File: config.mk
export PLATFORM = sky130hd
export DESIGN_NAME = spi_burst_ctrl_flat
export DESIGN_NICKNAME = d
export VERILOG_FILES = /design/src/rtl/spi_burst_ctrl_if.sv /design/src/rtl/spi_burst_ctrl.sv /design/src/flat_wrapper.sv
export SDC_FILE = /design/constraint.sdc
export NUM_CORES = 1
export LEC_CHECK = 0
export BUFFER_PORTS_ARGS = -buffer_cell sky130_fd_sc_hd__buf_2
export CORE_MARGIN = 10
export CORE_UTILIZATION = 50
export CTS_CLUSTER_DIAMETER = 100
export DETAILED_ROUTE_END_ITERATION = 10
export PLACE_DENSITY_LB_ADDON = 0.25
export SLEW_MARGIN = 10
export SYNTH_ARGS = -nofsm -noshare
export SYNTH_HDL_FRONTEND = slang
export SYNTH_SLANG_ARGS = --single-unit
File: constraint.sdc
create_clock -name clk -period 4.7 [get_ports clk]
set_input_delay 0.94 -clock clk [delete_from_list [all_inputs] [get_ports clk]]
set_output_delay 0.94 -clock clk [all_outputs]
set_load 0.05 [all_outputs]
File: src/rtl/spi_burst_ctrl_if.sv
// SPI-side bundle between spi_burst_ctrl (master modport) and the SPI master core (slave modport).

interface spi_burst_ctrl_if #(
    parameter int unsigned BITS_SIZE = 8
);
    logic [BITS_SIZE-1:0] spi_data;
    logic                 spi_tx_start;
    logic                 spi_tx_done;
    logic                 spi_rx_done;
    logic [BITS_SIZE-1:0] spi_rx_data;

    modport master (
        output spi_data,
        output spi_tx_start,
        input  spi_tx_done,
        input  spi_rx_done,
        input  spi_rx_data
    );

    modport slave (
        input  spi_data,
        input  spi_tx_start,
        output spi_tx_done,
        output spi_rx_done,
        output spi_rx_data
    );
endinterface

File: src/rtl/spi_burst_ctrl.sv
// Burst sequencer: drains a TX FIFO one frame at a time into an SPI master and collects
// received words into an RX FIFO. Optional WAIT-state watchdog under SPI_BURST_TIMEOUT_EN.

module spi_burst_ctrl #(
    parameter int unsigned BITS_SIZE = 8,
    parameter int unsigned DEPTH     = 8,
    parameter int unsigned ADDR_W    = 3,
    parameter int unsigned TIMEOUT   = 1024
) (
    input  logic                 clk,
    input  logic                 reset,

    input  logic                 wr_en,
    input  logic [BITS_SIZE-1:0] wr_data,
    output logic                 tx_full,
    output logic [ADDR_W:0]      tx_count,

    input  logic                 go,

    input  logic                 rd_en,
    output logic [BITS_SIZE-1:0] rd_data,
    output logic                 rx_empty,
    output logic [ADDR_W:0]      rx_count,

    output logic                 busy,
    output logic                 burst_done,
    output logic                 overflow,
    output logic                 timeout,

    spi_burst_ctrl_if.master     spi
);

    localparam int unsigned CW = ADDR_W + 1;
    localparam logic [CW-1:0] FullCnt = CW'(DEPTH);

    if ((1 << ADDR_W) != DEPTH || DEPTH < 2 || TIMEOUT < 1) begin : g_param_err
        $error("spi_burst_ctrl: DEPTH must equal 2**ADDR_W (>=2) and TIMEOUT must be >= 1");
    end

    typedef enum logic [2:0] {StIdle, StLoad, StStart, StWait, StDone} state_e;

    state_e               state_q, state_d;

    logic [BITS_SIZE-1:0] tx_mem [DEPTH];
    logic [BITS_SIZE-1:0] rx_mem [DEPTH];

    logic [ADDR_W-1:0]    tx_wr_ptr_q, tx_wr_ptr_d, tx_rd_ptr_q, tx_rd_ptr_d;
    logic [ADDR_W-1:0]    rx_wr_ptr_q, rx_wr_ptr_d, rx_rd_ptr_q, rx_rd_ptr_d;
    logic [CW-1:0]        tx_cnt_q, tx_cnt_d, rx_cnt_q, rx_cnt_d;

    logic [BITS_SIZE-1:0] spi_data_q, spi_data_d;
    logic                 spi_tx_start_q, spi_tx_start_d;
    logic                 busy_q, busy_d;
    logic                 burst_done_q, burst_done_d;
    logic                 overflow_q, overflow_d;
    logic                 tx_seen_q, tx_seen_d;
    logic                 rx_seen_q, rx_seen_d;

    logic                 tx_push, tx_pop, tx_flush;
    logic                 rx_in, rx_push, rx_pop, rx_full, tx_empty;

`ifdef SPI_BURST_TIMEOUT_EN
    localparam int unsigned TW = $clog2(TIMEOUT + 1);
    logic [TW-1:0]        wait_cnt_q, wait_cnt_d;
    logic                 timeout_q, timeout_d;
`endif

    assign tx_full  = (tx_cnt_q == FullCnt);
    assign tx_empty = (tx_cnt_q == '0);
    assign rx_full  = (rx_cnt_q == FullCnt);
    assign rx_empty = (rx_cnt_q == '0);
    assign tx_count = tx_cnt_q;
    assign rx_count = rx_cnt_q;

    // Gate the show-ahead head so stale storage never leaks out while empty.
    assign rd_data  = rx_empty ? '0 : rx_mem[rx_rd_ptr_q];

    assign spi.spi_data     = spi_data_q;
    assign spi.spi_tx_start = spi_tx_start_q;
    assign busy             = busy_q;
    assign burst_done       = burst_done_q;
    assign overflow         = overflow_q;

`ifdef SPI_BURST_TIMEOUT_EN
    assign timeout = timeout_q;
`else
    assign timeout = 1'b0;
`endif

    always_comb begin
        state_d    = state_q;
        spi_data_d = spi_data_q;
        tx_seen_d  = tx_seen_q;
        rx_seen_d  = rx_seen_q;
        tx_flush   = 1'b0;
`ifdef SPI_BURST_TIMEOUT_EN
        wait_cnt_d = wait_cnt_q;
        timeout_d  = timeout_q;
`endif

        unique case (state_q)
            StIdle: begin
                if (go && !tx_empty) state_d = StLoad;
            end
            StLoad: begin
                spi_data_d = tx_mem[tx_rd_ptr_q];
                state_d    = StStart;
            end
            StStart: begin
                tx_seen_d = 1'b0;
                rx_seen_d = 1'b0;
`ifdef SPI_BURST_TIMEOUT_EN
                wait_cnt_d = '0;
`endif
                state_d   = StWait;
            end
            StWait: begin
                tx_seen_d = tx_seen_q | spi.spi_tx_done;
                rx_seen_d = rx_seen_q | spi.spi_rx_done;
                if (tx_seen_d && rx_seen_d) begin
                    state_d = tx_empty ? StDone : StLoad;
                end
`ifdef SPI_BURST_TIMEOUT_EN
                else if (wait_cnt_q == TW'(TIMEOUT - 1)) begin
                    timeout_d = 1'b1;
                    tx_flush  = 1'b1;
                    state_d   = StDone;
                end else begin
                    wait_cnt_d = wait_cnt_q + TW'(1);
                end
`endif
            end
            StDone: begin
                state_d = StIdle;
            end
            default: begin
                state_d = StIdle;
            end
        endcase

        spi_tx_start_d = (state_d == StStart);
        busy_d         = (state_d != StIdle);
        burst_done_d   = (state_d == StDone);
    end

    // FIFO bookkeeping; at most one RX word is accepted per frame.
    always_comb begin
        tx_push = wr_en && !tx_full && !tx_flush;
        tx_pop  = (state_q == StLoad) && !tx_empty;
        rx_pop  = rd_en && !rx_empty;
        rx_in   = (state_q == StWait) && spi.spi_rx_done && !rx_seen_q;
        rx_push = rx_in && (!rx_full || rx_pop);

        overflow_d = overflow_q | (rx_in && rx_full && !rx_pop);

        tx_wr_ptr_d = tx_push ? tx_wr_ptr_q + ADDR_W'(1) : tx_wr_ptr_q;
        tx_rd_ptr_d = tx_pop  ? tx_rd_ptr_q + ADDR_W'(1) : tx_rd_ptr_q;
        tx_cnt_d    = tx_cnt_q + CW'(tx_push) - CW'(tx_pop);
        if (tx_flush) begin
            tx_rd_ptr_d = tx_wr_ptr_q;
            tx_cnt_d    = '0;
        end

        rx_wr_ptr_d = rx_push ? rx_wr_ptr_q + ADDR_W'(1) : rx_wr_ptr_q;
        rx_rd_ptr_d = rx_pop  ? rx_rd_ptr_q + ADDR_W'(1) : rx_rd_ptr_q;
        rx_cnt_d    = rx_cnt_q + CW'(rx_push) - CW'(rx_pop);
    end

    always_ff @(posedge clk) begin
        if (reset) begin
            state_q        <= StIdle;
            tx_wr_ptr_q    <= '0;
            tx_rd_ptr_q    <= '0;
            tx_cnt_q       <= '0;
            rx_wr_ptr_q    <= '0;
            rx_rd_ptr_q    <= '0;
            rx_cnt_q       <= '0;
            spi_data_q     <= '0;
            spi_tx_start_q <= 1'b0;
            busy_q         <= 1'b0;
            burst_done_q   <= 1'b0;
            overflow_q     <= 1'b0;
            tx_seen_q      <= 1'b0;
            rx_seen_q      <= 1'b0;
`ifdef SPI_BURST_TIMEOUT_EN
            wait_cnt_q     <= '0;
            timeout_q      <= 1'b0;
`endif
        end else begin
            state_q        <= state_d;
            tx_wr_ptr_q    <= tx_wr_ptr_d;
            tx_rd_ptr_q    <= tx_rd_ptr_d;
            tx_cnt_q       <= tx_cnt_d;
            rx_wr_ptr_q    <= rx_wr_ptr_d;
            rx_rd_ptr_q    <= rx_rd_ptr_d;
            rx_cnt_q       <= rx_cnt_d;
            spi_data_q     <= spi_data_d;
            spi_tx_start_q <= spi_tx_start_d;
            busy_q         <= busy_d;
            burst_done_q   <= burst_done_d;
            overflow_q     <= overflow_d;
            tx_seen_q      <= tx_seen_d;
            rx_seen_q      <= rx_seen_d;
`ifdef SPI_BURST_TIMEOUT_EN
            wait_cnt_q     <= wait_cnt_d;
            timeout_q      <= timeout_d;
`endif
        end
    end

    // Storage needs no reset: occupancy counters decide what is valid.
    always_ff @(posedge clk) begin
        if (tx_push) tx_mem[tx_wr_ptr_q] <= wr_data;
        if (rx_push) rx_mem[rx_wr_ptr_q] <= spi.spi_rx_data;
    end

endmodule

File: src/flat_wrapper.sv
// flat-port wrapper written by rule: the top's interface ports become plain ports
module spi_burst_ctrl_flat 
#(
    parameter int unsigned BITS_SIZE = 8,
    parameter int unsigned DEPTH     = 8,
    parameter int unsigned ADDR_W    = 3,
    parameter int unsigned TIMEOUT   = 1024
)
  (clk, reset, wr_en, wr_data, tx_full, tx_count, go, rd_en, rd_data, rx_empty, rx_count, busy, burst_done, overflow, timeout, spi_spi_data, spi_spi_tx_start, spi_spi_tx_done, spi_spi_rx_done, spi_spi_rx_data);
  spi_burst_ctrl_if #(.BITS_SIZE(BITS_SIZE)) spi_i ();
  input  logic clk;
  input  logic reset;
  input  logic wr_en;
  input  logic [BITS_SIZE-1:0] wr_data;
  output logic tx_full;
  output logic [ADDR_W:0] tx_count;
  input  logic go;
  input  logic rd_en;
  output logic [BITS_SIZE-1:0] rd_data;
  output logic rx_empty;
  output logic [ADDR_W:0] rx_count;
  output logic busy;
  output logic burst_done;
  output logic overflow;
  output logic timeout;
  output wire logic [$bits(spi_i.spi_data)-1:0] spi_spi_data;
  output wire logic [$bits(spi_i.spi_tx_start)-1:0] spi_spi_tx_start;
  input wire logic [$bits(spi_i.spi_tx_done)-1:0] spi_spi_tx_done;
  input wire logic [$bits(spi_i.spi_rx_done)-1:0] spi_spi_rx_done;
  input wire logic [$bits(spi_i.spi_rx_data)-1:0] spi_spi_rx_data;
  assign spi_spi_data = spi_i.spi_data;
  assign spi_spi_tx_start = spi_i.spi_tx_start;
  assign spi_i.spi_tx_done = spi_spi_tx_done;
  assign spi_i.spi_rx_done = spi_spi_rx_done;
  assign spi_i.spi_rx_data = spi_spi_rx_data;
  spi_burst_ctrl #(.BITS_SIZE(BITS_SIZE), .DEPTH(DEPTH), .ADDR_W(ADDR_W), .TIMEOUT(TIMEOUT)) u_core (.clk(clk), .reset(reset), .wr_en(wr_en), .wr_data(wr_data), .tx_full(tx_full), .tx_count(tx_count), .go(go), .rd_en(rd_en), .rd_data(rd_data), .rx_empty(rx_empty), .rx_count(rx_count), .busy(busy), .burst_done(burst_done), .overflow(overflow), .timeout(timeout), .spi(spi_i));
endmodule
==> metrics.md <==
| Metric | Value |
|---|---|
| Max stage delay cell, worst path | dfxtp_1 |
| Initial DRT Pass Iterations | 4 |
| Worst-path fanout max | 16 |
| Die height | approximately 140 µm |
| CORE AREA | around 13,000 µm² |
| Skew-Pair Late Insertion Delay | roughly 420 ps |
| Final Cycle Share | 0.727 |
| Fmax | 293 MHz |
| Final Slew Violations | 0 |
| Yosys cell types | 44 |
| I/O pin total | 54 |
| Vias in the first global route | just under 4,000 |
| Clock root cell | clkbuf_16 |
| First-pass GRT wire length | 20.8 mm |
| TritonCTS Buffers | 17 |
| Register area share after synthesis | 0.689 |
| Max-slew headroom | 0.209 |
| Required @ worst endpoint | approximately 3800 ps |
| Post-Syn Nets | about 480 |
| Clk sinks | roughly 170 |
| Die area | around 19,000 µm² |
| Mapped Area | a little under 7000 µm² |
| Unrepaired setup endpoints after global routing | no |
| Initial antenna violation count | 0 |
| Critical Path Max Stage Delay | between 1000 and 1500 ps |
| Deepest clock path buffer count | 2 |
| Final WL | 12.8 mm |
| #FFs+latches synth | between 150 and 200 |
| Asr flop ratio synth | 0 |
| Dpl cells | 655 |
| Final hold violation count | 0 |
| # hold bufs at CTS | 0 |
| Row Count | between 40 and 50 |
| # fillers | 1,037 |
| Register area | between 4000 and 5000 µm² |
| Status | finished, final reports clean |
| Area grow syn2layout | 14.7% |
| Post-CTS resize count | 0 |
| Avg Cell Area, Syn | between 15 and 20 µm² |
| Net count, final | between 500 and 600 |
| Critical Path AT | 2470 ps |
| Largest net degree at the start of global routing | just over 40 |
| Die width | 136 µm |
| Top Family by Delay on Critical Path | flip-flops |
| Top_reg_cell synth | edfxtp_1 |
| WL/cell | 18.6 µm |
| Yosys warns | 0 |
| Leak pwr | between 0.002 and 0.003 µW |
| Starting density of the core | 0.509 |
| Routed Antenna Nets | 0 |
| Post-Syn Instances | around 440 |
| Total gr overflow | 0 |
| Gr usage total | 0.148 |
| Critical Path Source Type | flip-flop |
| Setup Buffers After CTS | 0 |
| Final setup TNS | 0 ps |
| Measured slew at the worst slew-check pin | around 1200 ps |
| Gpl congestion | about 0.77 |
| Max Cap Violations | 0 |
| Final setup fails | 0 |
| Area occupied by multi-input gates | 1950 µm² |
| Fin crit period | 3410 ps |
| Residual DRC count | 0 |
| Port Buffers | 52 |
| Buf/Inv on CP | 1 |
| First DRT Iteration DRCs | 293 |
| Hold_ws | approximately 480 ps |
| Max VDD drop | between 0.0002 and 0.0003 V |
| Hpwl dp | 8.54 mm |
| Crit path cell chain | mux4_2 > mux2i_1 > nor2_1 > buf_2 |
| Antenna Cells | 0 |
| Layout Cells excl Fill | about 700 |
| Share of layout cells above drive strength 1 | 0.223 |
| WS Path Type | flip-flop to output port |
| PwrDens | about 570 nW/µm² |
| CTS tree | built |
| Post-synth EDFFs | approximately 130 |
| Vias post-DR | approximately 3,700 |
| Worst Skew | about 7.4 ps |
| DR vias/cell | 5.42 |
| Worst setup EP type | output port |
| CTS H-tree depth | 4 |
| Worst-path clk slew | 60 ps |
| Hold Path Class | flip-flop to flip-flop |
layout make-up:
class / count / area share
inverters: 14 / 0.00679
clock inverters: 14 / 0.0194
clock buffers: 18 / 0.0554
multi-input cells: 240 / 0.251
well taps: 176 / 0.0285
repair buffers: 57 / 0.0385
flip-flops and latches: 168 / 0.600
worst register-to-register path, stage by stage (launching register included):
cell and delay (ps):
dfxtp_1 410, nor3b_2 670, and2_0 340, ha_1 270, inv_1 60, ha_1 150
inv_1 50, fa_1 370, xor2_1 170, nor2_1 50
through the flow:
| stage | instance area [µm²] | total power, µW | util | setup slack (ps) |
|---|---|---|---|---|
| after floorplan | 6750 | 2820 | - | 1460 |
| after global placement | 7160 | 3070 | 0.541 | 1700 |
| after detailed placement | 7160 | 3100 | 0.541 | 1550 |
| after CTS | 7740 | 4450 | 0.584 | 1190 |
| after global routing | 7740 | 4630 | 0.584 | 1030 |
| final | 7740 | 4400 | 0.584 | 1290 |
where the power goes:
part           switching [µW]  internal [µW]  leakage [µW]
sequential                125           1720       0.00148
combinational             792            421      0.000921
clock                     559            786      0.000277
synthesized netlist by cell type, types with 2 or more instances:
master | instances | area (µm²)
a211oi_1 | 2 | 15.0
a21o_1 | 2 | 15.0
a21oi_1 | 16 | 80.1
a22oi_1 | 14 | 105
buf_1 | 4 | 15.0
buf_2 | 7 | 35.0
buf_4 | 2 | 15.0
clkbuf_1 | 7 | 26.3
dfxtp_1 | 40 | 801
edfxtp_1 | 128 | 3840
fa_1 | 2 | 40.0
ha_1 | 15 | 188
inv_1 | 14 | 52.6
mux2i_1 | 40 | 400
mux4_2 | 17 | 383
nand2_1 | 9 | 33.8
nand2b_1 | 8 | 50.1
nand3_1 | 9 | 45.0
nand3b_1 | 3 | 22.5
nor2_1 | 45 | 169
nor2b_1 | 7 | 43.8
nor3_1 | 15 | 75.1
nor4_1 | 3 | 18.8
o21ai_0 | 4 | 20.0
or2_2 | 3 | 18.8
or3_1 | 2 | 12.5
or3b_2 | 2 | 17.5
xnor2_1 | 4 | 35.0
xor2_1 | 5 | 43.8
kinds of logic after synthesis:
| group | count (synthesis) | share of synthesized area |
|---|---|---|
| buffers and inverters | 36 | 0.0237 |
| and+or+nand+nor | 113 | 0.0840 |
| other | 1 | 0.000556 |
| AOI/OAI and AO/OA | 42 | 0.0399 |
| DFF | 168 | 0.689 |
| adders and majority gates | 17 | 0.0338 |
| muxes | 58 | 0.118 |
| xor gates and xnor gates | 9 | 0.0117 |
sequential cells by signal, indices dropped and copies added (netlist names), named ones only:
register	cells
u_core.rx_seen_q	1
u_core.tx_rd_ptr_q	3
u_core.overflow	1
u_core.state_q	3
u_core.tx_count	4
u_core.rx_rd_ptr_q	3
u_core.tx_seen_q	1
u_core.tx_wr_ptr_q	3
u_core.spi.spi_tx_start	1
u_core.burst_done	1
u_core.spi.spi_data	8
u_core.rx_count	4
u_core.rx_wr_ptr_q	3
u_core.tx_mem	64
u_core.busy	1
u_core.rx_mem	64
layer usage:
layer | vias to the layer above | part of all wire | global-route usage
met4 | 0 | 0.021 | 0.0675
met5 | - | 0 | 0
met3 | 21 | 0.049 | 0.0410
li1 | 1775 | - | -
met2 | 83 | 0.51 | 0.240
met1 | 1844 | 0.42 | 0.180
path summary, 6_finish.rpt:
path,cells past startpoint,to,slack (ps),start
setup / recovery,4,rd_data[6],1290,flip-flop
hold / removal,2,u_core.overflow,480,u_core.overflow
setup reg to reg,9,u_core.tx_count[2],2020,u_core.state_q[0]
hold reg to reg,2,u_core.overflow,480,u_core.overflow
layout by cell type, fill, tap and decap left out, types with 2 or more instances in the layout:
cell / Yosys / final
mux2i_1: 40 / 40
buf_2: 7 / 52
bufinv_16: 0 / 2
nor4_1: 3 / 3
a211oi_1: 2 / 2
clkinvlp_4: 0 / 3
inv_1: 14 / 14
nor3_1: 15 / 14
o21ai_0: 4 / 4
or3b_2: 2 / 2
mux4_2: 17 / 17
or3_1: 2 / 2
a22oi_1: 14 / 14
xnor2_1: 4 / 4
dfxtp_1: 40 / 40
clkinv_2: 0 / 3
clkinv_4: 0 / 3
nand3_1: 9 / 9
nand2_1: 9 / 9
a21o_1: 2 / 2
clkbuf_16: 0 / 17
xor2_1: 5 / 5
ha_1: 15 / 15
nor2_1: 45 / 45
buf_4: 2 / 5
nand3b_1: 3 / 3
or2_2: 3 / 3
a21oi_1: 16 / 16
fa_1: 2 / 2
edfxtp_1: 128 / 128
nand2b_1: 8 / 8
nor2b_1: 7 / 7
inv_6: 0 / 3
No activity file was read; power rests on OpenSTA's default activity.
